File: src/rtl/game_timer.sv
// game_timer: elapsed-seconds counter for the Minesweeper top level.
// Counts whole seconds while main_fsm reports PLAY and raises a sticky
// timer_stop at the time limit. It also multiplexes the BCD count onto a
// 4-digit common-anode seven-segment display with leading-zero blanking.
module game_timer #(
  parameter int         CLK_HZ     = 74_250_000,
  parameter int         SCAN_DIV   = 74_250,
  parameter int         TIME_LIMIT = 999,
  parameter logic [2:0] ST_IDLE    = 3'd0,
  parameter logic [2:0] ST_PLAY    = 3'd3
) (
  input  logic        clk,
  input  logic        rst,
  input  logic [2:0]  main_state,
  output logic [15:0] seconds_bcd,
  output logic        timer_stop,
  output logic [3:0]  an,
  output logic [6:0]  seg,
  output logic        dp
);

  localparam int PSC_W = (CLK_HZ > 1) ? $clog2(CLK_HZ) : 1;
  localparam int SCN_W = (SCAN_DIV > 1) ? $clog2(SCAN_DIV) : 1;
  localparam logic [PSC_W-1:0] PSC_LAST  = PSC_W'(CLK_HZ - 1);
  localparam logic [SCN_W-1:0] SCN_LAST  = SCN_W'(SCAN_DIV - 1);
  localparam logic [13:0]      SEC_LIMIT = 14'(TIME_LIMIT);

  // Add one to a four-digit packed BCD value, rippling the decimal carry.
  function automatic logic [15:0] bcd_inc(input logic [15:0] v);
    logic [15:0] r;
    logic        carry;
    r     = v;
    carry = 1'b1;
    for (int i = 0; i < 4; i++) begin
      if (carry) begin
        if (r[i*4 +: 4] == 4'd9) begin
          r[i*4 +: 4] = 4'd0;
        end else begin
          r[i*4 +: 4] = r[i*4 +: 4] + 4'd1;
          carry       = 1'b0;
        end
      end
    end
    return r;
  endfunction

  // Active-low segment pattern {g,f,e,d,c,b,a} for one BCD digit.
  function automatic logic [6:0] seg_decode(input logic [3:0] d);
    case (d)
      4'd0:    return 7'h40;
      4'd1:    return 7'h79;
      4'd2:    return 7'h24;
      4'd3:    return 7'h30;
      4'd4:    return 7'h19;
      4'd5:    return 7'h12;
      4'd6:    return 7'h02;
      4'd7:    return 7'h78;
      4'd8:    return 7'h00;
      4'd9:    return 7'h10;
      default: return 7'h7F;
    endcase
  endfunction

  logic [PSC_W-1:0] psc, psc_nxt;
  logic [13:0]      sec, sec_nxt;
  logic [15:0]      bcd_nxt;
  logic             stopped, stop_nxt;
  logic             prev_play;
  logic             is_idle, is_play;

  logic [SCN_W-1:0] scan_cnt;
  logic [1:0]       idx;
  logic [3:0]       digit;
  logic             blank;

  assign timer_stop = stopped;
  assign dp         = 1'b1;

  // Mode decode: IDLE clears, PLAY (not stopped) runs, anything else holds.
  always_comb begin
    is_idle  = (main_state == ST_IDLE);
    is_play  = (main_state == ST_PLAY);
    psc_nxt  = psc;
    sec_nxt  = sec;
    bcd_nxt  = seconds_bcd;
    stop_nxt = stopped;
    if (is_idle) begin
      psc_nxt  = '0;
      sec_nxt  = '0;
      bcd_nxt  = '0;
      stop_nxt = 1'b0;
    end else if (is_play && !stopped) begin
      if (!prev_play) begin
        // The entry edge already counts as the first cycle of the second.
        psc_nxt = PSC_W'(1);
      end else if (psc == PSC_LAST) begin
        psc_nxt = '0;
        sec_nxt = sec + 14'd1;
        bcd_nxt = bcd_inc(seconds_bcd);
        if (sec + 14'd1 == SEC_LIMIT) stop_nxt = 1'b1;
      end else begin
        psc_nxt = psc + PSC_W'(1);
      end
    end
  end

  // Second counter, BCD mirror and limit flag registers.
  always_ff @(posedge clk or posedge rst) begin
    if (rst) begin
      psc         <= '0;
      sec         <= '0;
      seconds_bcd <= '0;
      stopped     <= 1'b0;
      prev_play   <= 1'b0;
    end else begin
      psc         <= psc_nxt;
      sec         <= sec_nxt;
      seconds_bcd <= bcd_nxt;
      stopped     <= stop_nxt;
      prev_play   <= is_play;
    end
  end

  // Select the digit for the current slot; blank it when it and all higher digits are zero.
  always_comb begin
    digit = seconds_bcd[idx*4 +: 4];
    blank = 1'b0;
    case (idx)
      2'd1:    blank = (seconds_bcd[15:4] == 12'd0);
      2'd2:    blank = (seconds_bcd[15:8] == 8'd0);
      2'd3:    blank = (seconds_bcd[15:12] == 4'd0);
      default: blank = 1'b0;
    endcase
  end

  // Free-running digit scan; anodes and segments load together at each slot boundary.
  always_ff @(posedge clk or posedge rst) begin
    if (rst) begin
      scan_cnt <= '0;
      idx      <= 2'd0;
      an       <= 4'hF;
      seg      <= 7'h7F;
    end else if (scan_cnt == SCN_LAST) begin
      scan_cnt <= '0;
      idx      <= idx + 2'd1;
      an       <= ~(4'b0001 << idx);
      seg      <= blank ? 7'h7F : seg_decode(digit);
    end else begin
      scan_cnt <= scan_cnt + SCN_W'(1);
    end
  end

endmodule

File: config.mk
export PLATFORM = sky130hd
export DESIGN_NAME = game_timer
export DESIGN_NICKNAME = d
export VERILOG_FILES = /design/src/rtl/game_timer.sv
export SDC_FILE = /design/constraint.sdc
export NUM_CORES = 1
export LEC_CHECK = 0
export BUFFER_PORTS_ARGS = -buffer_cell sky130_fd_sc_hd__buf_2
export CAP_MARGIN = 20
export CELL_PAD_IN_SITES_DETAIL_PLACEMENT = 2
export CELL_PAD_IN_SITES_GLOBAL_PLACEMENT = 2
export CORE_MARGIN = 2
export CORE_UTILIZATION = 39
export DETAILED_ROUTE_END_ITERATION = 10
export PLACE_DENSITY_LB_ADDON = 0.1
export SYNTH_ARGS = -nofsm -noshare
export SYNTH_HDL_FRONTEND = slang
export SYNTH_SLANG_ARGS = --single-unit
File: constraint.sdc
create_clock -name clk -period 3.3 [get_ports clk]
set_input_delay 0.495 -clock clk [delete_from_list [all_inputs] [get_ports clk]]
set_output_delay 0.495 -clock clk [all_outputs]
set_load 0.01 [all_outputs]
==> flow_metrics.tcl, run 1 <==
set metrics [dict create \
    status "finished clean" \
    start_util_pct 39.7 \
    cp.depth 5 \
    post_cts_resized 0 \
    powerDensity_nw_per_um2 398 \
    ys_seq_area_share_pct 42.9 \
    fin_crit_ns 2.46 \
    cp_num_buf_inv 0 \
    cp_top_family "simple AND/OR/NAND/NOR gates" \
    n_antenna_cell 0 \
    first_global_vias 4809 \
    fillCellCount 1444 \
    drt_iter0_markers 131 \
    rsz0062_at_grt "false" \
    dp_cells 756 \
    rows 42 \
    yosys.area.top_type_share_pct 37.4 \
    synth-edff-count 0 \
    start_kind "register" \
    antenna_found_initial 0 \
    timing.final.crit_share_pct 74.7 \
    peakVddDrop_v 0.000204 \
    synth_cell_types 51 \
    synth_largest_area_cell "dfrtp_1" \
    syn_nets 596 \
    fmax_mhz 406 \
    grt_usage_pct 22.0 \
    r2r.worst_path.cells 5 \
    yosys_register_bits 89 \
    ys_top_cells_by_area "dfrtp_1 37%, ha_1 6.2%, dfstp_2 5.5%" \
    hold_violations 0 \
    drcViolationCount 0 \
    grt_pass1_wl_mm 25.2 \
    finClkSkew_ns 0.00685 \
    overflow 0 \
    slew_headroom_pct 50.6 \
    p_leak_uw 0.00250 \
    syn_inst 565 \
    dp_slack_ns 0.792 \
    syn-cell-area_um2 5220 \
    die_height_um 120 \
    worst_ep_required_time_ns 3.57 \
    grt_max_degree 51 \
    synth_warnings 0 \
    core_um2 13100 \
    avgSynthCellArea_um2 9.24 \
    worst_path_max_delay_cell "or4b_1" \
    cts-htree-levels 3 \
    area.growth.synth_to_final_pct 12.7 \
    cts_setup_buffers 0 \
    root_buffer "clkbuf_16" \
    drt_pre_antenna_iters 4 \
    criticalPathCategory "reg -> reg" \
    clkTransAtPathRegs_ns 0.07 \
    drt-total-wl_mm 14.8 \
    via_count 4365 \
    tightest_slew_ns 0.739 \
    tns_ns 0 \
    crit_chain "or4b_1 > nor4_1 > nand4_1 > or4_1 > o21ai_0" \
    crit_arrival_ns 2.74 \
    routedWlPerCell_um 19.1 \
    rr_startpoint "psc[5]$_DFFE_PP0P_" \
    fin_nets 622 \
    io_pins 34 \
    gp_congestion 0.776 \
    critPathMaxStageDelay_ns 0.56 \
    clockBufferDepth 2 \
    finalMaxSlewViolations 0 \
    async_flop_share_pct 100 \
    maxCapViolations 0 \
    synth-main-ff-cell "dfrtp_1" \
    worst_slack_ns 0.836 \
    drtAntennaViolNets 0 \
    numCtsBuffers 9 \
    cts_tree "yes" \
    endpoint_kind "register" \
    hold_class "in -> async" \
    cts_hold_buf 0 \
    port_buffers 32 \
    final_cells 772 \
    clk-insertion-delay-late_ns 0.35 \
    die-area_um2 14300 \
    avgViaCountPerCell 5.65 \
    critical_path_peak_fanout 6 \
    crit_path_start "psc[5]$_DFFE_PP0P_" \
    clock-sinks 89 \
    dpl.hpwl_mm 10.5 \
    die_w_um 120 \
    setup_viol 0 \
    layout-drive-gt1-share_pct 13.1 \
]
-- logic make-up after synthesis --
group | Yosys count | share of synthesized area [%]
mux | 14 | 3.64
other cells | 1 | 0.0718
xor+xnor | 40 | 6.71
flops | 89 | 42.9
compound gates | 87 | 10.0
fa+ha+maj | 26 | 6.23
buf+inv | 61 | 4.46
simple gates | 247 | 25.9
-- cells in the final DEF (no fill, tap or decap), types with 12 or more instances in the layout --
cell type	count
buf_2	32
nand4_1	15
nand3_1	26
or3_1	12
a21oi_1	31
nand2_1	49
xnor2_1	29
ha_1	26
dfrtp_1	78
nor2_1	51
o21ai_0	24
nor3_1	15
inv_1	35
-- Yosys cell counts (4+ instances only) --
master / number
clkbuf_1: 23
and3_1: 9
and3b_1: 4
and4_1: 10
inv_1: 36
nor4_1: 10
xnor2_1: 29
nand3b_1: 6
and2_1: 10
nand3_1: 26
ha_1: 26
nand2b_1: 4
mux4_2: 4
nor2_1: 51
nand4_1: 15
nand2_1: 49
xor2_1: 11
a21oi_1: 31
mux2i_1: 10
nor4bb_1: 4
o21ai_0: 24
o31ai_1: 10
dfstp_2: 11
dfrtp_1: 78
or3_1: 12
o211ai_1: 4
nor3_1: 15
or4_1: 9
-- registers in the layout, indices dropped and copies added (netlist names) --
| name | cells |
|---|---|
| an | 4 |
| idx | 2 |
| prev_play | 1 |
| psc | 27 |
| scan_cnt | 17 |
| sec | 14 |
| seconds_bcd | 16 |
| seg | 7 |
| timer_stop | 1 |
-- where the power goes --
group | internal, µW | leakage, µW | switching (µW)
Sequential | 1110 | 0.00118 | 25.7
Clock | 614 | 0.000146 | 462
Combinational | 42.3 | 0.00117 | 90.9
Total | 1760 | 0.00250 | 579
-- final timing paths --
kind,end,slack [ns]
max,seconds_bcd[10]$_DFFE_PP0P_,0.84
min,psc[13]$_DFFE_PP0P_,0.25
max reg2reg,seconds_bcd[10]$_DFFE_PP0P_,0.84
min reg2reg,an[2]$_DFFE_PP1N_,0.47
max in group asynchronous,seconds_bcd[3]$_DFFE_PP0P_,2.32
min in group clk,prev_play$_DFF_PP0_,0.38
-- metrics by stage --
| step | util [%] | instance area [µm²] | power (µW) | hold slack (ns) |
|---|---|---|---|---|
| floorplan | - | 5220 | 1230 | 0.457 |
| global placement | 42.4 | 5580 | 1280 | 0.451 |
| detailed placement | 42.4 | 5580 | 1290 | 0.455 |
| CTS | 44.8 | 5880 | 2380 | 0.265 |
| global route | 44.8 | 5880 | 2440 | 0.315 |
| finish | 44.8 | 5880 | 2340 | 0.247 |
-- per-layer routing --
metal / vias up / part of all wire (%) / GRT usage, %
li1: 2051 / - / -
met1: 2260 / 45 / 28.4
met5: - / 0 / 0
met4: 0 / 1.5 / 6.91
met2: 37 / 52 / 38.4
met3: 17 / 1.6 / 2.85
-- final cells by class --
| class | instances | area (µm²) | area share [%] |
|---|---|---|---|
| clock inverters | 5 | 63.8 | 1.08 |
| well taps | 176 | 220 | 3.74 |
| multi-input cells | 415 | 2750 | 46.7 |
| repair buffers | 40 | 233 | 3.96 |
| flip-flops and latches | 89 | 2240 | 38.1 |
| clock buffers | 11 | 243 | 4.13 |
| inverters | 36 | 136 | 2.32 |
-- worst register-to-register path: cells and delay by family, from the launching register on --
kind               cells  cell delay (ns)
and+or+nand+nor        4             1.86
AOI/OAI and AO/OA      1             0.08
DFF                    1             0.45
No activity file was read; power rests on OpenSTA's default activity.
==> inputs of run 2 (changes only) <==
Clock period 3.3 ns to 2.3 ns, I/O delays scaled along.
==> run 2 against run 1 <==
  * Total power is 47% higher
  * Critical path type unchanged
  * Clock-buffer cell count down 1
  * Clock skew about the same
  * Non-clock buffer count increased by 35
  * Cell area increased by 5.0%
  * Largest cell class unchanged
  * Fmax rose by 12%
  * Critical path depth is the same
  * Clock power increased by 48%
  * Sequential cell count unchanged
  * Utilization increased by 2.2 points
==> flow_metrics.tcl, run 2 (synthesized netlist as in run 1, its figures left out) <==
set metrics [dict create \
    status "finished clean" \
    port_buffers 32 \
    worst_ep_required_time_ns 2.58 \
    core_um2 13100 \
    die_height_um 120 \
    rsz0062_at_grt "true" \
    maxCapViolations 0 \
    finalMaxSlewViolations 0 \
    drt-total-wl_mm 15.6 \
    overflow 0 \
    final_cells 807 \
    clkTransAtPathRegs_ns 0.07 \
    area.growth.synth_to_final_pct 18.3 \
    rows 42 \
    layout_common_cells "77 x dfrtp_1, 51 x nor2_1, 49 x nand2_1" \
    clock-sinks 89 \
    die-area_um2 14300 \
    root_buffer "clkbuf_16" \
    endpoint_kind "register" \
    layout_commonest_cell "dfrtp_1" \
    clk-insertion-delay-late_ns 0.35 \
    routedWlPerCell_um 19.3 \
    drcViolationCount 0 \
    fin_util_pct 47.0 \
    n_antenna_cell 0 \
    worst_slack_ns 0.0962 \
    drtAntennaViolNets 0 \
    numCtsBuffers 9 \
    via_count 4550 \
    fin_nets 657 \
    antenna_found_initial 0 \
    first_global_vias 5058 \
    p_leak_uw 0.00268 \
    critical_path_peak_fanout 4 \
    drt_pre_antenna_iters 4 \
    cts-htree-levels 3 \
    clockBufferDepth 2 \
    peakVddDrop_v 0.000244 \
    gp_congestion 0.791 \
    io_pins 34 \
    finClkSkew_ns 0.00651 \
    start_util_pct 39.7 \
    top_regs "psc (27), scan_cnt (17), seconds_bcd (16)" \
    fmax_mhz 454 \
    setup_viol 0 \
    fin_crit_ns 2.20 \
    cts_tree "yes" \
    powerDensity_nw_per_um2 557 \
    dpl.hpwl_mm 11.1 \
    avgViaCountPerCell 5.64 \
    slew_headroom_pct 63.8 \
    dp_slack_ns 0.0928 \
    tightest_slew_ns 0.541 \
    drt_iter0_markers 174 \
    criticalPathCategory "reg -> reg" \
    hold_class "in -> async" \
    hold_violations 0 \
    grt_usage_pct 23.2 \
    dp_cells 787 \
    largest_reg_flops 27 \
    layout-drive-gt1-share_pct 18.7 \
    die_w_um 120 \
    r2r_slack_ns 0.1 \
    grt_max_degree 43 \
    timing.final.crit_share_pct 95.8 \
    start_kind "register" \
    top_register "psc" \
    crit_arrival_ns 2.48 \
    grt_pass1_wl_mm 26.5 \
]
-- run 2: cell type report --
cell class	count	area (µm²)
Inverter	36	139
Clock buffer	10	229
Clock inverter	6	82.6
Fill cell	1452	6960
Sequential cell	89	2240
Multi-Input combinational cell	415	2770
Timing Repair Buffer	75	495
Tap cell	176	220
-- run 2: worst paths after layout --
check / from / to / cells past startpoint
max: psc[20]$_DFFE_PP0P_ / psc[25]$_DFFE_PP0P_ / 5
min: rst / scan_cnt[6]$_DFF_PP0_ / 2
max reg2reg: psc[20]$_DFFE_PP0P_ / psc[25]$_DFFE_PP0P_ / 5
min reg2reg: an[1]$_DFFE_PP1N_ / an[1]$_DFFE_PP1N_ / 2
max in group asynchronous: rst / sec[10]$_DFFE_PP0P_ / 3
min in group clk: main_state[0] / prev_play$_DFF_PP0_ / 3
-- run 2: per-layer routing --
| layer | vias to the layer above | track usage (%) | share of wire [%] |
|---|---|---|---|
| met5 | - | 0 | 0 |
| met4 | 0 | 6.47 | 1.1 |
| met3 | 11 | 2.23 | 1.5 |
| met2 | 39 | 42.1 | 53 |
| met1 | 2378 | 29.4 | 44 |
| li1 | 2122 | - | - |
-- run 2: through the flow --
stage	TNS [ns]	instance area, µm²	hold WS, ns	power, µW
final	0	6180	0.0362	3440
after detailed placement	0	5810	0.426	1880
after floorplan	0	5220	0.453	1770
after CTS	0	6120	0.0472	3480
after global placement	0	5810	0.414	1860
after global routing	-0.0189	6180	0.0783	3570
-- run 2: power breakdown --
| part | switching, µW | internal (µW) |
|---|---|---|
| clock | 655 | 948 |
| sequential | 28.6 | 1590 |
| combinational | 147 | 74.8 |
| total | 830 | 2610 |
-- run 2: critical path, cell delays in order, from the launching register on --
cell and delay, ns:
dfrtp_1 0.43, inv_1 0.07, or4_4 0.54, or4_4 0.45
or4_1 0.49, a21oi_1 0.15
-- run 2: repair_timing --
action | in CTS | in global routing
hold buffers | 0 | 0
endpoints found under the setup margin | 0 | 15
setup buffers | 0 | 4
endpoints found under the hold margin | 0 | 0
resized for setup | 0 | 6
==> inputs of run 3 (changes only) <==
Settings changed: ABC_AREA set to 1, CORE_UTILIZATION 39 to 36, HOLD_SLACK_MARGIN set to 0.1.
==> run 3 against run 2 <==
  * Hold slack improved by 0.13 ns
  * Final cell count increased by 17%
  * Combinational power increased by 130%
  * Sequential cell count unchanged
  * Largest cell class unchanged
  * Clock skew increased by 0.0018 ns
  * Utilization decreased by 5.1 points
  * Sequential share of layout area increased by 0.56 points
  * Fmax increased by 8.0%
==> flow_metrics.tcl, run 3 <==
set metrics [dict create \
    cts-htree-levels 3 \
    io_pins 34 \
    drt_iter0_markers 100 \
    criticalPathCategory "reg -> reg" \
    layout_common_cells "159 x nand2_1, 98 x inv_1, 95 x nor2_1" \
    ys_top_cells_by_area "dfrtp_1 36%, nand2_1 11%, inv_1 6.9%" \
    hold_violations 0 \
    synth-edff-count 0 \
    grt_max_degree 43 \
    maxCapViolations 0 \
    synth_largest_area_cell "dfrtp_1" \
    overflow 0 \
    syn_nets 750 \
    r2r_slack_ns 0.26 \
    clock-sinks 89 \
    gp_congestion 0.796 \
    avgSynthCellArea_um2 7.47 \
    layout_commonest_cell "nand2_1" \
    largest_reg_flops 27 \
    via_count 4850 \
    syn-cell-area_um2 5370 \
    endpoint_kind "register" \
    grt_usage_pct 21.2 \
    start_kind "register" \
    status "finished clean" \
    hold_slack_ns 0.169 \
    die_w_um 126 \
    hold_class "in -> reg" \
    synth_warnings 0 \
    finalMaxSlewViolations 0 \
    synth_common_cells "159 x nand2_1, 99 x inv_1, 95 x nor2_1" \
    area.growth.synth_to_final_pct 13.3 \
    finClkSkew_ns 0.00829 \
    rsz0062_at_grt "false" \
    layout-drive-gt1-share_pct 12.2 \
    dpl.hpwl_mm 12.0 \
    drcViolationCount 0 \
    root_buffer "clkbuf_16" \
    crit_arrival_ns 2.33 \
    tightest_slew_ns 0.561 \
    fin_nets 788 \
    clk-insertion-delay-late_ns 0.36 \
    antenna_found_initial 0 \
    synth.most_common_cell "nand2_1" \
    clockBufferDepth 2 \
    powerDensity_nw_per_um2 629 \
    fmax_mhz 490 \
    first_global_vias 5466 \
    yosys.area.top_type_share_pct 36.3 \
    port_buffers 32 \
    drt_pre_antenna_iters 4 \
    p_leak_uw 0.00290 \
    worst_slack_ns 0.259 \
    clkTransAtPathRegs_ns 0.07 \
    syn_inst 719 \
    drt-total-wl_mm 15.8 \
    slew_headroom_pct 62.6 \
    worst_ep_required_time_ns 2.59 \
    synth_cell_types 36 \
    yosys_register_bits 89 \
    top_register "psc" \
    routedWlPerCell_um 16.7 \
    ys_seq_area_share_pct 41.7 \
    peakVddDrop_v 0.000378 \
    fin_util_pct 41.9 \
    timing.final.crit_share_pct 88.7 \
    tns_ns 0 \
    dp_slack_ns 0.108 \
    cts_tree "yes" \
    grt_pass1_wl_mm 27.2 \
    die_height_um 126 \
    drtAntennaViolNets 0 \
    setup_viol 0 \
    cts_setup_buffers 0 \
    avgViaCountPerCell 5.13 \
    critical_path_peak_fanout 18 \
    rows 44 \
    fin_crit_ns 2.04 \
    async_flop_share_pct 100 \
    core_um2 14500 \
    start_util_pct 37.0 \
    synth-main-ff-cell "dfrtp_1" \
    top_regs "psc (27), scan_cnt (17), seconds_bcd (16)" \
    n_antenna_cell 0 \
    die-area_um2 15900 \
    numCtsBuffers 9 \
]
[run 3: changes by cell type in the layout (fill, tap and decap cells not counted), moves of 9 or more]
| cell | previous run | this run |
|---|---|---|
| nand3_1 | 25 | 54 |
| nor2_1 | 51 | 95 |
| and4_1 | 10 | 0 |
| o21ai_1 | 1 | 11 |
| o21ai_0 | 23 | 39 |
| nand2_1 | 49 | 159 |
| buf_4 | 42 | 5 |
| mux2i_1 | 10 | 0 |
| and3_1 | 9 | 0 |
| xnor2_1 | 29 | 3 |
| and2_1 | 10 | 1 |
| or4_1 | 9 | 0 |
| inv_1 | 35 | 98 |
| or3_1 | 12 | 0 |
[run 3: per-layer routing]
| layer | part of all wire [%] | vias up | track usage, % |
|---|---|---|---|
| met2 | 51 | 32 | 38.4 |
| met1 | 45 | 2436 | 25.7 |
| li1 | - | 2370 | - |
| met5 | 0 | - | 0 |
| met3 | 2.3 | 12 | 4.08 |
| met4 | 1.2 | 0 | 5.30 |
[run 3: path summary, 6_finish.rpt]
kind	end	cells past startpoint	start
hold / removal	prev_play$_DFF_PP0_	2	main_state[2]
setup reg to reg	seg[3]$_DFFE_PP1N_	8	idx[0]$_DFFE_PP0N_
max in group asynchronous	seg[0]$_DFFE_PP1N_	4	rst
min in group asynchronous	scan_cnt[15]$_DFF_PP0_	3	rst
setup / recovery	seg[3]$_DFFE_PP1N_	8	idx[0]$_DFFE_PP0N_
hold reg to reg	an[2]$_DFFE_PP1N_	2	an[2]$_DFFE_PP1N_
[run 3: cell type report]
class | instances | area (µm²)
clock buffer | 12 | 246
inverter | 106 | 402
clock inverter | 3 | 65.1
sequential | 89 | 2240
multi-input combinational | 511 | 2650
fill | 1738 | 8450
timing repair buffer | 40 | 248
tap | 184 | 230
[run 3: what timing repair did]
item | 4_1_cts | 5_1_grt
resized for setup | 0 | 2
hold buffers | 1 | 0
setup endpoints to repair | 0 | 6
hold endpoints to repair | 11 | 0
[run 3: worst max-delay path: stages (launching register included)]
cell and delay, ns:
dfrtp_2 0.55, inv_1 0.18, ha_1 0.25, a31oi_1 0.21
nor2_1 0.06, o21ai_0 0.24, nand2_1 0.23, nor2_1 0.20
nor2_1 0.05
[run 3: stage by stage]
| step | area, µm² | cells | power [µW] |
|---|---|---|---|
| detailed placement | 5760 | 929 | 2260 |
| CTS | 6080 | 945 | 3890 |
| global placement | 5760 | 929 | 2220 |
| floorplan | 5380 | 719 | 2080 |
| finish | 6090 | 945 | 3830 |
| global route | 6090 | 945 | 4020 |
[run 3: cell families after synthesis]
| group | after synthesis | synth area share (%) |
|---|---|---|
| compound gates | 92 | 8.94 |
| simple gates | 370 | 30.7 |
| xor+xnor | 22 | 3.59 |
| buf+inv | 119 | 8.92 |
| flops | 89 | 41.7 |
| fa+ha+maj | 26 | 6.05 |
| other cells | 1 | 0.0698 |
[run 3: power breakdown]
part | leakage [µW] | internal [µW] | total (µW) | switching, µW
sequential | 0.00110 | 1640 | 1720 | 86.0
clock | 0.000153 | 975 | 1610 | 633
combinational | 0.00165 | 156 | 500 | 344
